$ cat src/rtl/bcd_pkg.sv
// Shared types and helpers for the digit-serial BCD accumulator.
package bcd_pkg;

  typedef enum logic {
    IDLE = 1'b0,
    ADD  = 1'b1
  } state_e;

  localparam logic [3:0] BCD_MAX = 4'd9;

  function automatic logic is_bcd(input logic [3:0] digit);
    return (digit <= BCD_MAX);
  endfunction

endpackage

$ cat src/rtl/bcd_digit_add.sv
// Single-digit BCD adder: s = (a + b + cin) mod 10, cout on decimal overflow.
module bcd_digit_add
  import bcd_pkg::*;
(
  input  logic [3:0] a,
  input  logic [3:0] b,
  input  logic       cin,
  output logic [3:0] s,
  output logic       cout
);

  logic [4:0] sum_s;
  logic [4:0] adj_s;

  // Binary sum then decimal correction when the digit exceeds nine.
  always_comb begin
    sum_s = {1'b0, a} + {1'b0, b} + {4'd0, cin};
    adj_s = sum_s - 5'd10;
    if (sum_s > {1'b0, BCD_MAX}) begin
      s    = adj_s[3:0];
      cout = 1'b1;
    end else begin
      s    = sum_s[3:0];
      cout = 1'b0;
    end
  end

endmodule

$ cat src/rtl/bcd_accumulator.sv
// Running multi-digit BCD total; each add edge sums a two-digit operand in,
// one digit per clock, so the carry ripples across cycles.
module bcd_accumulator
  import bcd_pkg::*;
#(
  parameter int DIGITS = 3
) (
  input  logic                  clk,
  input  logic                  rst,
  input  logic                  add,
  input  logic                  clr,
  input  logic [7:0]            operand,
  output logic [4*DIGITS-1:0]   acc,
  output logic                  busy,
  output logic                  ovf,
  output logic                  err
);

  localparam int IDX_W = $clog2(DIGITS);
  localparam logic [IDX_W-1:0] LAST_IDX = IDX_W'(DIGITS - 1);

  state_e              state_q, state_d;
  logic                add_q, add_d;
  logic [7:0]          opd_q, opd_d;
  logic [IDX_W-1:0]    idx_q, idx_d;
  logic                carry_q, carry_d;
  logic [4*DIGITS-1:0] acc_q, acc_d;
  logic                busy_q, busy_d;
  logic                ovf_q, ovf_d;
  logic                err_q, err_d;

  logic                req_s;
  logic [3:0]          acc_dig_s;
  logic [3:0]          opd_dig_s;
  logic [3:0]          sum_dig_s;
  logic                cout_s;

  assign req_s = add & ~add_q;

  // Select the accumulator and operand digits addressed by idx.
  always_comb begin
    acc_dig_s = 4'd0;
    for (int i = 0; i < DIGITS; i++) begin
      if (idx_q == IDX_W'(i)) begin
        acc_dig_s = acc_q[4*i +: 4];
      end else begin
        acc_dig_s = acc_dig_s;
      end
    end
    if (idx_q == IDX_W'(0)) begin
      opd_dig_s = opd_q[3:0];
    end else if (idx_q == IDX_W'(1)) begin
      opd_dig_s = opd_q[7:4];
    end else begin
      opd_dig_s = 4'd0;
    end
  end

  bcd_digit_add u_digit_add (
    .a    (acc_dig_s),
    .b    (opd_dig_s),
    .cin  (carry_q),
    .s    (sum_dig_s),
    .cout (cout_s)
  );

  // Next-state logic; clr overrides both states and drops any request.
  always_comb begin
    state_d = state_q;
    add_d   = add;
    opd_d   = opd_q;
    idx_d   = idx_q;
    carry_d = carry_q;
    acc_d   = acc_q;
    busy_d  = busy_q;
    ovf_d   = ovf_q;
    err_d   = err_q;
    if (clr) begin
      acc_d   = '0;
      ovf_d   = 1'b0;
      err_d   = 1'b0;
      busy_d  = 1'b0;
      state_d = IDLE;
    end else begin
      case (state_q)
        IDLE: begin
          if (req_s) begin
            if (is_bcd(operand[3:0]) && is_bcd(operand[7:4])) begin
              opd_d   = operand;
              idx_d   = '0;
              carry_d = 1'b0;
              err_d   = 1'b0;
              busy_d  = 1'b1;
              state_d = ADD;
            end else begin
              err_d = 1'b1;
            end
          end else begin
            state_d = IDLE;
          end
        end
        ADD: begin
          for (int i = 0; i < DIGITS; i++) begin
            if (idx_q == IDX_W'(i)) begin
              acc_d[4*i +: 4] = sum_dig_s;
            end else begin
              acc_d[4*i +: 4] = acc_q[4*i +: 4];
            end
          end
          carry_d = cout_s;
          if (idx_q == LAST_IDX) begin
            state_d = IDLE;
            busy_d  = 1'b0;
            if (cout_s) begin
              ovf_d = 1'b1;
            end else begin
              ovf_d = ovf_q;
            end
          end else begin
            idx_d = idx_q + IDX_W'(1);
          end
        end
        default: begin
          state_d = IDLE;
          busy_d  = 1'b0;
        end
      endcase
    end
  end

  // State registers; add_q resets high so a held button cannot fire on release.
  always_ff @(posedge clk) begin
    if (rst) begin
      state_q <= IDLE;
      add_q   <= 1'b1;
      opd_q   <= 8'd0;
      idx_q   <= '0;
      carry_q <= 1'b0;
      acc_q   <= '0;
      busy_q  <= 1'b0;
      ovf_q   <= 1'b0;
      err_q   <= 1'b0;
    end else begin
      state_q <= state_d;
      add_q   <= add_d;
      opd_q   <= opd_d;
      idx_q   <= idx_d;
      carry_q <= carry_d;
      acc_q   <= acc_d;
      busy_q  <= busy_d;
      ovf_q   <= ovf_d;
      err_q   <= err_d;
    end
  end

  assign acc  = acc_q;
  assign busy = busy_q;
  assign ovf  = ovf_q;
  assign err  = err_q;

endmodule

$ cat config.mk
export PLATFORM = sky130hd
export DESIGN_NAME = bcd_accumulator
export DESIGN_NICKNAME = d
export VERILOG_FILES = /design/src/rtl/bcd_pkg.sv /design/src/rtl/bcd_digit_add.sv /design/src/rtl/bcd_accumulator.sv
export SDC_FILE = /design/constraint.sdc
export NUM_CORES = 1
export LEC_CHECK = 0
export ABC_CLOCK_PERIOD_IN_PS = 4290
export CORE_MARGIN = 2
export CORE_UTILIZATION = 54
export CTS_BUF_LIST = sky130_fd_sc_hd__clkbuf_4 sky130_fd_sc_hd__clkbuf_8
export DETAILED_ROUTE_END_ITERATION = 16
export GPL_TIMING_DRIVEN = 0
export HOLD_SLACK_MARGIN = 0.02
export PLACE_DENSITY_LB_ADDON = 0.08
export RECOVER_POWER = 100
export SYNTH_ARGS = -nofsm -noshare
export SYNTH_HDL_FRONTEND = slang
export SYNTH_SLANG_ARGS = --single-unit
$ cat constraint.sdc
create_clock -name clk -period 4.29 [get_ports clk]
set_input_delay 0.6435 -clock clk [delete_from_list [all_inputs] [get_ports clk]]
set_output_delay 0.6435 -clock clk [all_outputs]
set_load 0.005 [all_outputs]
Yosys cells after proc, flatten, opt, wreduce, memory -nomap -nowiden
Index checks and enable logic that the tools add are counted.

word-level totals
  memory bits (writable) = 0
  bits of input ports = 12
  logic and storage cells = 63
  output and inout bits = 15
  memories kept = 0
  bits in latches = 0
  register bits = 28
  ROM bits = 0

cells by class
  reductions and logical operators = 12
  order comparisons = 3
  $add $sub $neg = 4
  mux-type cells = 23
  bitwise logic cells = 4
  shift operators = 0
  multiply operators = 0
  equality and inequality tests = 6
  divide/modulo/power cells = 0

operators with widths
  kind                 number
  $mux 4               6
  $mux 1               10
  $reduce_and 3->1     3
  $le 4x4->1 const B   2
  $reduce_and 2->1     4
  $reduce_and 4->1     2
  $mux 2               3
  $ne 2x2->1 const B   3
  $pmux 1 s2           3
  $add 4x4->5          1
  $add 5x1->5          1
  $gt 5x4->1 const B   1
  $pmux 2 s2           1
  $sub 4x4->4 const B  1
  $not 1->1            3
  $add 2x1->2 const B  1
  $eq 2x1->1 const B   1
  $eq 2x2->1 const B   1
  $logic_not 2->1      1
  $ne 2x1->1 const B   1
  $reduce_or 2->1      1
  $and 1x1->1          1
  $logic_and 1x1->1    1

Depth between registers and ports, before layout
Gate-level depths: netlist (run 1).

  depth in word-level cells = 9
  mapped depth = 17

Cells and area by module
A second synthesis (run 1) with hierarchy kept.

second synthesis, totals
  cell total of the unflattened synthesis = 186
  area, all modules = 1552.7 µm²

by module, submodules not included
  module           times used  seq. area each (µm²)  area an instance (µm²)  cells each
  bcd_accumulator  1           560.5                 1341.3                  164
  bcd_digit_add    1           0.0                   211.5                   22

Least setup slack after synthesis (run 1)
No wires, ideal clock.

  path kind = register -> register
  start point = reg idx_q[1]
  end point = reg acc_q[1] (netlist: acc[1])
  library setup time = 0.062 ns
  slack = 0.804 ns
  clock period less this slack = 3.486 ns
  stages on the path, launching flop included = 17
  arrival = 3.424 ns
  data required time = 4.228 ns
  cells stage by stage = dfxtp_1 inv_1 ha_1 clkbuf_1 a21oi_1 nor2_1 a21oi_1 fa_1 inv_1 fa_1 xnor2_1 ha_1 nand2b_1 a22o_1 o31a_4 or4_1 nand3_1

between the ends
  word-level cells in the longest chain between the ends = 8
  elaborated cells between the ends (all ways) = 14

RTL lines
  what                                       RTL line                                                              source
  start, declared                            bcd_accumulator.sv:25                                                 logic [IDX_W-1:0] idx_q, idx_d;
  start signal, assigned                     bcd_accumulator.sv:147                                                idx_q <= idx_d;
  $logic_not 2->1                            bcd_accumulator.sv:44, bcd_accumulator.sv:50, bcd_accumulator.sv:104
  $mux 4 (3 in series)                       bcd_accumulator.sv:44                                                 if (idx_q == IDX_W'(i)) begin
  $add 4x4->5                                bcd_digit_add.sv:17                                                   sum_s = {1'b0, a} + {1'b0, b} + {4'd0, cin};
  $add 5x1->5                                bcd_digit_add.sv:17
  $sub 4x4->4 or $gt 5x4->1 (tied branches)  bcd_digit_add.sv:18, bcd_digit_add.sv:19
  $mux 4                                     bcd_digit_add.sv:19                                                   if (sum_s > {1'b0, BCD_MAX}) begin
  end signal, assigned                       bcd_accumulator.sv:139                                                acc_q <= '0;
  end signal, assigned                       bcd_accumulator.sv:149                                                acc_q <= acc_d;
  end, declared                              bcd_accumulator.sv:27                                                 logic [4*DIGITS-1:0] acc_q, acc_d;

Parallel ways exist; a longest one is shown, timed or not.
A chain may end at the register's enable or synchronous reset.

Final worst setup path (run 1)
  start point = reg idx_q[0]
  end point = reg acc_q[6] (netlist: acc[6])

between the ends
  word-level cells in the longest chain between the ends = 8
  elaborated cells between the ends (all ways) = 14

RTL lines
  what                                       RTL line
  $logic_not 2->1                            bcd_accumulator.sv:44, bcd_accumulator.sv:50
  $mux 4 (3 in series)                       bcd_accumulator.sv:44
  $add 4x4->5                                bcd_digit_add.sv:17
  $add 5x1->5                                bcd_digit_add.sv:17
  $sub 4x4->4 or $gt 5x4->1 (tied branches)  bcd_digit_add.sv:18, bcd_digit_add.sv:19
  $mux 4                                     bcd_digit_add.sv:19

Parallel ways exist; a longest one is shown, timed or not.

==> results.py, run 1 <==
metrics = {
    "run_status": {
        "outcome": "complete, no violations",
    },
    "synth": {
        "synth_warnings": 0,
        "synth_flop_cell": "dfxtp_1",
        "syn-cell-area_um2": 1480,
        "syn_inst": 180,
        "synth_edf_count": 0,
        "synth_area_per_cell_um2": 8.22,
        "syn-num-nets": 202,
        "synthArstFlopShare": 0,
        "synth_seq_area_share": 0.379,
        "ys_types": 39,
        "ys_ff_latch": 28,
    },
    "pwr": {
        "leakagePower_nw": 0.682,
        "total_power_w": 0.000467,
        "vdd_drop_max_mv": 0.332,
        "powerDensity_nw_per_um2": 256,
    },
    "placement": {
        "io_buffers": 25,
        "gp_congestion": 0.828,
        "dp_hpwl_um": 2660,
        "placed_cell_area_um2": 1770,
    },
    "die": {
        "initial_core_util": 0.581,
        "row_count": 18,
        "die_w_um": 56.3,
        "coreArea_um2": 2540,
        "fp.dieH_um": 56.3,
        "die-area_um2": 3170,
        "ios": 27,
    },
    "global_route": {
        "first_global_vias": 1448,
        "grt-ovfl-total": 0,
        "antenna_found_initial": 0,
        "grt_usage": 0.234,
        "grt_max_degree": 17,
        "grt_pass1_wl_um": 6100,
    },
    "route": {
        "route.vias.total": 1423,
        "wirelength_um": 3440,
        "drcViolationCount": 0,
        "drt_iter0_markers": 43,
        "routedWlPerCell_um": 14.4,
        "postRouteAntennaNets": 0,
        "vias_per_cell": 5.95,
        "first_pass_iters": 4,
    },
    "finish": {
        "num-nets-final": 232,
        "drive_gt1_frac": 0.0478,
        "layout_common_cells": "dfxtp_1, nor2_1, nand2_1",
        "fin_area_um2": 1820,
        "fin_util": 0.715,
        "diodes": 0,
        "area_growth_pct": 23.1,
        "layout_commonest_cell": "dfxtp_1",
    },
    "timing": {
        "slew_violations": 0,
        "tightest_slew_ns": 0.765,
        "final.setup_skew_ns": 0.00561,
        "hold_viol": 0,
        "min_period_ns": 3.90,
        "slew_headroom": 0.488,
        "finalSetupViolCount": 0,
        "fmax_mhz": 256,
        "rsz0062_at_grt": "no",
        "tns_ns": 0,
        "timing.final.crit_share": 0.909,
    },
    "critical_path": {
        "worst_setup_path_end_kind": "flip-flop",
        "worstSetupStartpointType": "flip-flop",
        "slowest_delay_ns": 0.52,
        "required_ns": 4.54,
        "arrival_ns": 4.15,
        "cpMaxStageDelayCell": "fa_1",
        "cp_max_fo": 10,
        "worstPathCellList": "ha_1 -> clkbuf_1 -> a21oi_1 -> nor2_1 -> a21oi_1 -> fa_1 -> inv_1 -> fa_1 -> inv_1 -> ha_1 -> nand2b_1 -> a22o_1 -> o31a_4 -> mux2_2 -> o31ai_1",
        "crit_type": "reg -> reg",
    },
    "clock_tree": {
        "insertion_delay_ns": 0.33,
        "cts.sinks": 28,
        "clk_path_buf_depth": 2,
        "cts_inserted_buffers": 3,
        "path_clk_slew_ns": 0.15,
        "cts_tree": "done",
        "h-tree-depth": 1,
        "root_buffer": "clkbuf_4",
    },
    "min_path": {
        "hp-class": "reg -> reg",
    },
    "job": {
        "drv_cap": 0,
    },
}
-- through the flow --
step / cells / hold WS [ns] / setup WS [ns]
2_1_floorplan: 180 / 0.449 / 0.804
3_3_place_gp: 235 / 0.445 / 0.523
3_5_place_dp: 235 / 0.451 / 0.413
4_1_cts: 239 / 0.471 / 0.323
5_1_grt: 239 / 0.488 / 0.0624
6_report: 239 / 0.465 / 0.389
-- synthesized netlist by cell type (all sizes together) (2+ instances only) --
| library cell | count | area share |
|---|---|---|
| mux2i | 7 | 0.047 |
| o31a | 2 | 0.018 |
| and2 | 3 | 0.013 |
| ha | 8 | 0.068 |
| or4 | 3 | 0.015 |
| a21o | 2 | 0.011 |
| o31ai | 4 | 0.020 |
| nor2 | 22 | 0.058 |
| clkbuf | 8 | 0.020 |
| or2 | 2 | 0.0085 |
| fa | 2 | 0.027 |
| a211oi | 3 | 0.015 |
| nand4 | 4 | 0.017 |
| nand2 | 20 | 0.051 |
| nand2b | 2 | 0.0085 |
| nand3 | 10 | 0.034 |
| inv | 6 | 0.015 |
| o21ai | 13 | 0.044 |
| a21oi | 18 | 0.061 |
| dfxtp | 28 | 0.38 |
-- worst max-delay path: cells and delay by family (launching register included) --
family | cells | cell delay [ns]
AO/OA/AOI/OAI | 5 | 0.97
buffers and inverters | 3 | 0.57
flip-flops | 1 | 0.42
adder cells (fa/ha/maj) | 4 | 1.36
multiplexers | 1 | 0.33
AND/OR/NAND/NOR | 2 | 0.16
-- path summary, 6_finish.rpt --
path	to	slack, ns	start	depth (start not counted)
hold / removal	busy	0.46	busy	2
setup reg to reg	acc[6]	0.39	idx_q[0]	15
hold reg to reg	busy	0.46	busy	2
setup / recovery	acc[6]	0.39	idx_q[0]	15
-- per-layer routing --
metal / vias to the layer above / wire [um] / global-route usage
li1: 703 / - / -
met1: 660 / 1420 / 0.282
met2: 54 / 1760 / 0.424
met3: 6 / 200 / 0.0484
met4: 0 / 48 / 0.0544
met5: - / 0 / 0
-- cell type report --
cell class                 instances  area [um2]
buffer                             8        30.0
clock buffer                       3        22.5
clock inverter                     1        30.0
fill                             224         724
inverter                           6        22.5
multi-input combinational        138         867
sequential                        28         561
tap                               30        37.5
timing repair buffer              25         250
-- cells by family after synthesis --
group | share of synthesized area
simple gates | 0.228
flops | 0.379
fa+ha+maj | 0.0948
xor+xnor | 0.00592
buf+inv | 0.0355
compound gates | 0.200
mux | 0.0575
-- registers in the layout (all words and copies together) (netlist names) --
register	cells
acc	12
opd_q	8
idx_q	2
add_q	1
busy	1
carry_q	1
err	1
ovf	1
state_q	1
-- power breakdown --
| part | switching [W] | total, W | internal (W) | leakage, nW |
|---|---|---|---|---|
| sequential | 0.000000918 | 0.000263 | 0.000262 | 0.226 |
| combinational | 0.0000164 | 0.0000311 | 0.0000147 | 0.429 |
| clock | 0.0000782 | 0.000173 | 0.0000946 | 0.0279 |
| total | 0.0000955 | 0.000467 | 0.000371 | 0.682 |
-- timing repair --
action / in CTS / in global routing
resized for setup: 0 / 1
buffers inserted: 0 / 0
hold buffers: 0 / 0
endpoints found under the setup margin: 0 / 6
Note: power is estimated with default switching activity, not from simulation.
==> inputs of run 2 (changes only) <==
- CTS_CLUSTER_DIAMETER: not set -> 40
==> results of run 2 <==
The final DEF is identical to that of run 1; final timing and power are the same.
